## src/rtl/pulse_to_level_pkg.sv

```systemverilog
// Shared types, limits and helpers for the pulse_to_level block.
package pulse_to_level_pkg;

  typedef logic [1:0] state_t;

  localparam state_t StIdle = 2'd0;
  localparam state_t StHold = 2'd1;
  localparam state_t StGap  = 2'd2;

  localparam int unsigned MIN_CNT_W = 1;
  localparam int unsigned MAX_CNT_W = 32;

  // A phase of N cycles starts with the counter at N-1 and ends when it reads zero.
  function automatic int unsigned reload_val(input int unsigned cycles);
    if (cycles == 0) begin
      return 0;
    end
    return cycles - 1;
  endfunction

endpackage

```

## src/rtl/ptl_down_counter.sv

```systemverilog
// Loadable saturating down-counter with a zero flag; load wins over enable.
module ptl_down_counter
  import pulse_to_level_pkg::*;
#(
  parameter int unsigned CNT_W = 8
) (
  input  logic             clk,
  input  logic             rst_n,
  input  logic             load,
  input  logic [CNT_W-1:0] load_val,
  input  logic             en,
  output logic             zero
);

  localparam logic [CNT_W-1:0] One = CNT_W'(1);

  logic [CNT_W-1:0] cnt_q;

  always_ff @(posedge clk) begin
    if (!rst_n) begin
      cnt_q <= '0;
    end else if (load) begin
      cnt_q <= load_val;
    end else if (en && (cnt_q != '0)) begin
      cnt_q <= cnt_q - One;
    end
  end

  assign zero = (cnt_q == '0);

endmodule

```

## src/rtl/pulse_to_level.sv

```systemverilog
// Stretches one-cycle event pulses into fixed-length levels with a minimum low gap and a
// one-deep event queue. Define PULSE_TO_LEVEL_RETRIGGER_EN to make pulses during HOLD restart it.
module pulse_to_level
  import pulse_to_level_pkg::*;
#(
  parameter int unsigned HOLD_CYCLES = 8,
  parameter int unsigned GAP_CYCLES  = 2,
  parameter int unsigned CNT_W       = 8
) (
  input  logic CLK,
  input  logic RST,
  input  logic pulse,
  input  logic clr,
  output logic out,
  output logic busy,
  output logic pending,
  output logic drop
);

  localparam longint unsigned CntMax = (64'd1 << CNT_W) - 64'd1;

  generate
    if ((CNT_W < MIN_CNT_W) || (CNT_W > MAX_CNT_W) || (HOLD_CYCLES < 1) ||
        (longint'(HOLD_CYCLES) > CntMax) || (longint'(GAP_CYCLES) > CntMax)) begin : g_bad_params
      $error("pulse_to_level: HOLD_CYCLES/GAP_CYCLES/CNT_W out of range");
    end
  endgenerate

  localparam logic [CNT_W-1:0] HoldLoad = CNT_W'(reload_val(HOLD_CYCLES));
  localparam logic [CNT_W-1:0] GapLoad  = CNT_W'(reload_val(GAP_CYCLES));
  localparam bit               HasGap   = (GAP_CYCLES != 0);

  state_t           state_q, state_d;
  logic             pending_q, pending_d;
  logic             drop_q, drop_d;
  logic             out_q, busy_q;
  logic             cnt_load, cnt_en, cnt_zero, queue_pulse;
  logic [CNT_W-1:0] cnt_load_val;

  ptl_down_counter #(
    .CNT_W(CNT_W)
  ) u_cnt (
    .clk     (CLK),
    .rst_n   (RST),
    .load    (cnt_load),
    .load_val(cnt_load_val),
    .en      (cnt_en),
    .zero    (cnt_zero)
  );

  always_comb begin
    state_d      = state_q;
    pending_d    = pending_q;
    drop_d       = 1'b0;
    cnt_load     = 1'b0;
    cnt_load_val = '0;
    cnt_en       = 1'b0;
    queue_pulse  = 1'b0;

    if (clr) begin
      state_d   = StIdle;
      pending_d = 1'b0;
      cnt_load  = 1'b1;
    end else begin
      case (state_q)
        StIdle: begin
          if (pulse) begin
            state_d      = StHold;
            cnt_load     = 1'b1;
            cnt_load_val = HoldLoad;
          end
        end
        StHold: begin
`ifdef PULSE_TO_LEVEL_RETRIGGER_EN
          if (pulse) begin
            cnt_load     = 1'b1;
            cnt_load_val = HoldLoad;
          end else if (!cnt_zero) begin
            cnt_en = 1'b1;
          end else if (HasGap) begin
            state_d      = StGap;
            cnt_load     = 1'b1;
            cnt_load_val = GapLoad;
          end else if (pending_q) begin
            cnt_load     = 1'b1;
            cnt_load_val = HoldLoad;
            pending_d    = 1'b0;
          end else begin
            state_d = StIdle;
          end
`else
          if (!cnt_zero) begin
            cnt_en      = 1'b1;
            queue_pulse = pulse;
          end else if (HasGap) begin
            // A pulse in the last hold cycle is queued, not merged.
            state_d      = StGap;
            cnt_load     = 1'b1;
            cnt_load_val = GapLoad;
            queue_pulse  = pulse;
          end else if (pending_q || pulse) begin
            cnt_load     = 1'b1;
            cnt_load_val = HoldLoad;
            pending_d    = pending_q & pulse;
          end else begin
            state_d = StIdle;
          end
`endif
        end
        StGap: begin
          if (!cnt_zero) begin
            cnt_en      = 1'b1;
            queue_pulse = pulse;
          end else if (pending_q || pulse) begin
            // Queued event is consumed; a same-cycle pulse takes its place in the queue.
            state_d      = StHold;
            cnt_load     = 1'b1;
            cnt_load_val = HoldLoad;
            pending_d    = pending_q & pulse;
          end else begin
            state_d = StIdle;
          end
        end
        default: begin
          state_d = StIdle;
        end
      endcase

      if (queue_pulse) begin
        if (pending_q) begin
          drop_d = 1'b1;
        end else begin
          pending_d = 1'b1;
        end
      end
    end
  end

  always_ff @(posedge CLK) begin
    if (!RST) begin
      state_q   <= StIdle;
      pending_q <= 1'b0;
      drop_q    <= 1'b0;
      out_q     <= 1'b0;
      busy_q    <= 1'b0;
    end else begin
      state_q   <= state_d;
      pending_q <= pending_d;
      drop_q    <= drop_d;
      out_q     <= (state_d == StHold);
      busy_q    <= (state_d != StIdle);
    end
  end

  assign out     = out_q;
  assign busy    = busy_q;
  assign pending = pending_q;
  assign drop    = drop_q;

endmodule

```

## config.mk

```make
export PLATFORM = sky130hd
export DESIGN_NAME = pulse_to_level
export DESIGN_NICKNAME = d
export VERILOG_FILES = /design/src/rtl/pulse_to_level_pkg.sv /design/src/rtl/ptl_down_counter.sv /design/src/rtl/pulse_to_level.sv
export SDC_FILE = /design/constraint.sdc
export NUM_CORES = 1
export LEC_CHECK = 0
export CORE_MARGIN = 4
export CORE_UTILIZATION = 49
export DETAILED_ROUTE_END_ITERATION = 8
export MAX_ROUTING_LAYER = met4
export PLACE_DENSITY_LB_ADDON = 0.08
export SYNTH_ARGS = -nofsm -noshare
export SYNTH_HDL_FRONTEND = slang
export SYNTH_SLANG_ARGS = --single-unit
```

## constraint.sdc

```tcl
create_clock -name CLK -period 1.6 [get_ports CLK]
set_input_delay 0.24 -clock CLK [delete_from_list [all_inputs] [get_ports CLK]]
set_output_delay 0.24 -clock CLK [all_outputs]
set_load 0.01 [all_outputs]
```

# ---- Yosys cells after proc, flatten, opt, wreduce, memory -nomap -nowiden
# Cells that the tools add are included.
dict set report word_totals {
  output_inout_bits 4
  in_bits 4
  regBits 14
  wordCells 55
}
dict set report op_classes {
  n_bitwise 3
  n_mux 32
  n_reduce_logical 10
  n_eq_ne 3
  addsub 1
}
# op n
set op_table {}
lappend op_table {{1-bit 2-to-1 mux} 18}
lappend op_table {{8-bit 2-to-1 mux} 2}
lappend op_table {{3-bit 2-to-1 mux} 4}
lappend op_table {{3-bit case mux with 3 select lines} 1}
lappend op_table {{8-bit logical NOT} 1}
lappend op_table {{2-bit 2-to-1 mux} 4}
lappend op_table {{8-bit nonzero test} 1}
lappend op_table {{8-bit by 1-bit subtractor with 8-bit output (second input constant)} 1}
lappend op_table {{2-bit case mux with 3 select lines} 1}
lappend op_table {{2-bit by 1-bit equality test with 1-bit output (second input constant)} 2}
lappend op_table {{2-bit nonzero test} 2}
lappend op_table {{2-bit OR reduction} 2}
lappend op_table {{1-bit case mux with 3 select lines} 1}
lappend op_table {{3-bit OR reduction} 1}
lappend op_table {{2-bit equality test (second input constant)} 1}
lappend op_table {{2-bit logical NOT} 1}
lappend op_table {{1-bit NOT} 2}
lappend op_table {{1-bit case mux with 2 select lines} 1}
lappend op_table {{1-bit AND} 1}
lappend op_table {{1-bit logical AND} 1}
lappend op_table {{1-bit logical OR} 1}

# ---- Longest topological paths before layout
dict set report depth {
  depth_word 7
  depth_mapped 7
  mapped_depth_nobuf 7
}

# ---- Modules after synthesis
# From an unflattened synthesis, not the netlist that was laid out.
dict set report unflattened {
  cells_unflattened 101
  hier_area_um2 887.1
}
# mod seq_area_each_um2 cells_per_inst instances area_each_um2
set modules_own_cells {}
lappend modules_own_cells {ptl_down_counter 160.2 58 1 508.0}
lappend modules_own_cells {pulse_to_level 120.1 43 1 379.1}

# ---- Worst setup path before layout
# Ideal clock, no wire load.
dict set report synth_path {
  path_kind {register -> register}
  from {register u_cnt.cnt_q[0]}
  to {register u_cnt.cnt_q[4]}
  n_path_buf 0
  stages_incl_launch_ff 8
  period_less_slack_ns 1.804
  setup_time_ns 0.133
  setup_slack_ns -0.204
  arrival_ns 1.670
  t_required_ns 1.467
  cell_sequence {dfxtp_1 -> inv_1 -> ha_1 -> or3b_2 -> o21ai_4 -> o311ai_2 -> a32oi_1 -> nor2_1}
}
dict set report synth_via {
  elab_chain_len 6
  elab_cells_between_ends 14
  cone_classes {1 x add/sub; 9 x mux; 4 x reduce/logical}
}
# element line_no
set synth_lines {}
lappend synth_lines {{start, declared} ptl_down_counter.sv:17} ;# logic [CNT_W-1:0] cnt_q;
lappend synth_lines {{start signal, assigned} ptl_down_counter.sv:23} ;# cnt_q <= load_val;
lappend synth_lines {{start signal, assigned} ptl_down_counter.sv:25} ;# cnt_q <= cnt_q - One;
lappend synth_lines {{branches (longest 6 deep; another with 8-bit by 1-bit subtractor with 8-bit output)} -}
# Several ways; the timed one is not identified. The select of a mux whose other input is x is not followed.
# A chain may end at the register's enable or synchronous reset.

# ---- Worst setup path in the final report
dict set report layout_path {
  from {register u_cnt.cnt_q[4]}
  to {register u_cnt.cnt_q[6]}
}
# Same word-level chain as after synthesis.

==> flow_summary_export.csv <==
group,metric,value,unit
place,dp_hpwl,1590,microns
layout,drive_gt1_share,48.55,%
logic_synthesis,synth.top_cells.by_area,"dfxtp_1, ha_1, nor2_1",
logic_synthesis,syn_nets,105,
route,drt.antenna.violating_nets,0,
grt,antenna_found_initial,0,
route,drtIter0Drc,24,
layout,area_growth,61.19,%
clocking,cts_made_buffers,3,
floorplan,io_pins,8,
logic_synthesis,synthCells,95,
timing,rsz0062_at_grt,"true",
worst_setup_path,crit_path_max_fanout,6,
worst_setup_path,slowest_delay,0.40,ns
clocking,postCtsHoldBufs,0,
pwr,power_density,934.8,mW/mm^2
logic_synthesis,yosys.area.top_type,"dfxtp_1",
timing,hold_viol_final,0,
logic_synthesis,async_flop_share,0,%
timing,setup_slack,-0.1518,ns
floorplan,die-area,0.002452,sq mm
timing,fmax,570.8,MHz
place,dp_cells,143,
logic_synthesis,ys_top_cells_by_count,"dfxtp_1, nor2_1, a21oi_1, nand2_1, inv_1",
timing,maxSlewHeadroom,73.79,%
hold_path,whs_path_depth,1,
worst_setup_path,cp-end-kind,"register",
timing,finClkSkew,0.001199,ns
hold_path,min_path_type,"register to register",
route,drc,0,
clocking,clock_path_buffers,2,
route,routed_wl,2463,microns
clocking,clk-insertion-delay-late,0.30,ns
logic_synthesis,synth.top_cell.area_share,33.19,%
layout,num-nets-final,149,
layout,final_util,87.32,%
floorplan,placement_rows,14,
pwr,power.leakage,0.0005652,uW
floorplan,coreArea,0.001559,sq mm
route,vias_per_cell,5.727,
logic_synthesis,synth_flop_cell,"dfxtp_1",
logic_synthesis,synth_compound_area_share,28.30,%
worst_setup_path,cp.required,1.84,ns
clocking,tritoncts,"done",
logic_synthesis,synthMuxAreaShare,0,%
route,vias,882,
worst_setup_path,cp_cell_sequence,"buf_6 > nor4_4 > buf_4 > a21boi_4 > o311ai_4 > nand2_1 > a21oi_2",
pwr,ir_worst_vdd,0.0007886,V
timing,tightestPinTransition,0.3922,ns
logic_synthesis,mappedNetlistArea,844.6,sq um
logic_synthesis,synth_edf_count,0,
place,gp_congestion,0.8372,
place,dpl_cell_area,0.001172,sq mm
hold_path,hold_start,"pending",
logic_synthesis,synth_top_family_by_area,"compound AO/OA/AOI/OAI gates",
hold_path,min_to,"drop",
timing,post-route-period-util,109.5,%
timing,fin_crit,1.752,ns
timing,slew_viol_final,0,
layout,antenna_cells,0,
layout,finalInstanceArea,0.001361,sq mm
clocking,clock-sinks,14,
worst_setup_path,reg2regPathDepth,7,
clocking,clkSlewWorstSetupHoldPaths,0.09,ns
logic_synthesis,synth_cell_type_count,35,
grt,grt_first_pass_wirelength,4298,microns
floorplan,die_h,49.52,microns
grt,grt_overflow_total,0,
worst_setup_path,r2r_end,"u_cnt.cnt_q[6]",
logic_synthesis,synth_fa_ha_area_share,8.889,%
run_status,failed_checks,"setup timing",
logic_synthesis,yosys_warnings,0,
clocking,htreeDepth,1,
worst_setup_path,critPathBufInv,2,
timing,setup-violations-final,12,
logic_synthesis,avgSynthCellArea,8.890,sq um
run_status,status,"finished, violations left",
logic_synthesis,post-synth-top-count-cell,"dfxtp_1",
logic_synthesis,synth_seq_cells,14,
grt,grt_max_degree,9,
layout,instances_no_fill,154,
route,wl_per_cell,15.99,microns
place,io_buffers,7,
run,max_cap_viol_count,0,
grt,track_usage,23.21,%
worst_setup_path,arrival,1.99,ns
logic_synthesis,ys_seq_area_share,33.19,%
logic_synthesis,synth_xor_xnor_area_share,2.074,%
route,drtPass1Iterations,4,
timing,fin_hold_ws,0.5727,ns
logic_synthesis,synth-simple-area-share,24.44,%
floorplan,start_util,54.17,%
worst_setup_path,slowest_stage,"o311ai_4",
worst_setup_path,worst-r2r-setup-slack,-0.15,ns
clocking,cts_root_buffer,"clkbuf_4",
worst_setup_path,cp_top_family,"compound AO/OA/AOI/OAI gates",
floorplan,die_w,49.52,microns
worst_setup_path,worstReg2RegStart,"u_cnt.cnt_q[4]",
worst_setup_path,cp-start-kind,"register",
grt,first_global_vias,937,
worst_setup_path,crit_type,"register to register",
timing repair:
action,4_1_cts,5_1_grt
setup endpoints to repair,14,14
pin swaps,7,8
buffers inserted,7,0
resized for setup,15,8
how the worst max path moves through the flow:
| stage | from | endpoint | cells past startpoint |
|---|---|---|---|
| final | u_cnt.cnt_q[4] | u_cnt.cnt_q[6] | 7 |
| after global placement | pulse | out | 7 |
| after CTS | u_cnt.cnt_q[3] | u_cnt.cnt_q[2] | 6 |
| after detailed placement | pulse | out | 7 |
| after floorplan | u_cnt.cnt_q[1] | u_cnt.cnt_q[4] | 7 |
| after global routing | u_cnt.cnt_q[3] | out | 5 |
cells in the final DEF (no fill, tap or decap), drive strengths merged, types with 2 or more instances in the layout:
master	netlist	routed
dfxtp	14	14
xnor2	2	2
o31ai	2	2
nor2b	2	2
clkbuf	0	4
clkdlybuf4s50	0	7
nor2	13	13
nor4	3	3
nand3	2	2
inv	7	7
o21ai	6	6
ha	6	6
nand2	8	8
buf	0	32
a21oi	8	8
a31o	2	2
or3	3	3
where the power goes:
part	switching, uW	internal, uW
clock network	128	139
logic	281	321
registers	29.4	374
total	438	834
through the flow:
step / TNS [ns] / power, uW / setup slack, ns
after floorplan: -0.06745 / 672.6 / -0.05050
after global placement: -1.546 / 845.6 / -0.1813
final: -1.078 / 1272 / -0.1518
after global routing: -1.862 / 1341 / -0.2029
after detailed placement: -1.678 / 851.6 / -0.1929
after CTS: -0.4107 / 1217 / -0.09940
area by class of cell:
type                    count  area, sq um
well taps                  16        20.02
repair buffers             39        325.3
clock buffers               4        36.28
multi-input cells          74        663.1
flip-flops and latches     14        287.8
fillers                    78        197.7
inverters                   7        28.78
routing by layer:
metal  global-route usage (%)  up-vias  part of all wire, %
li1                         -      432                    -
met1                    26.62      427                   42
met2                    37.72       20                   52
met3                    7.530        3                  4.4
met4                    8.756        0                 0.85
met5                        -        -                    0
flip-flops by register name (all words and copies together) (netlist names):
| signal | flops |
|---|---|
| drop | 1 |
| u_cnt.cnt_q | 8 |
| state_q | 2 |
| out | 1 |
| busy | 1 |
| pending | 1 |
worst register-to-register path: stages, from the launching register on:
cell and delay (ns):
dfxtp_2 0.34, buf_6 0.11, nor4_4 0.30, buf_4 0.19
a21boi_4 0.07, o311ai_4 0.40, nand2_1 0.14, a21oi_2 0.14
kinds of logic (layout without fill, tap and decap cells):
logic type               Yosys count  count (layout)
adder cells (fa/ha/maj)            6               6
buffers and inverters              7              50
flip-flops                        14              14
XOR/XNOR                           2               2
AO/OA/AOI/OAI                     28              28
AND/OR/NAND/NOR                   38              38
Power figures use the tool's default switching activity.
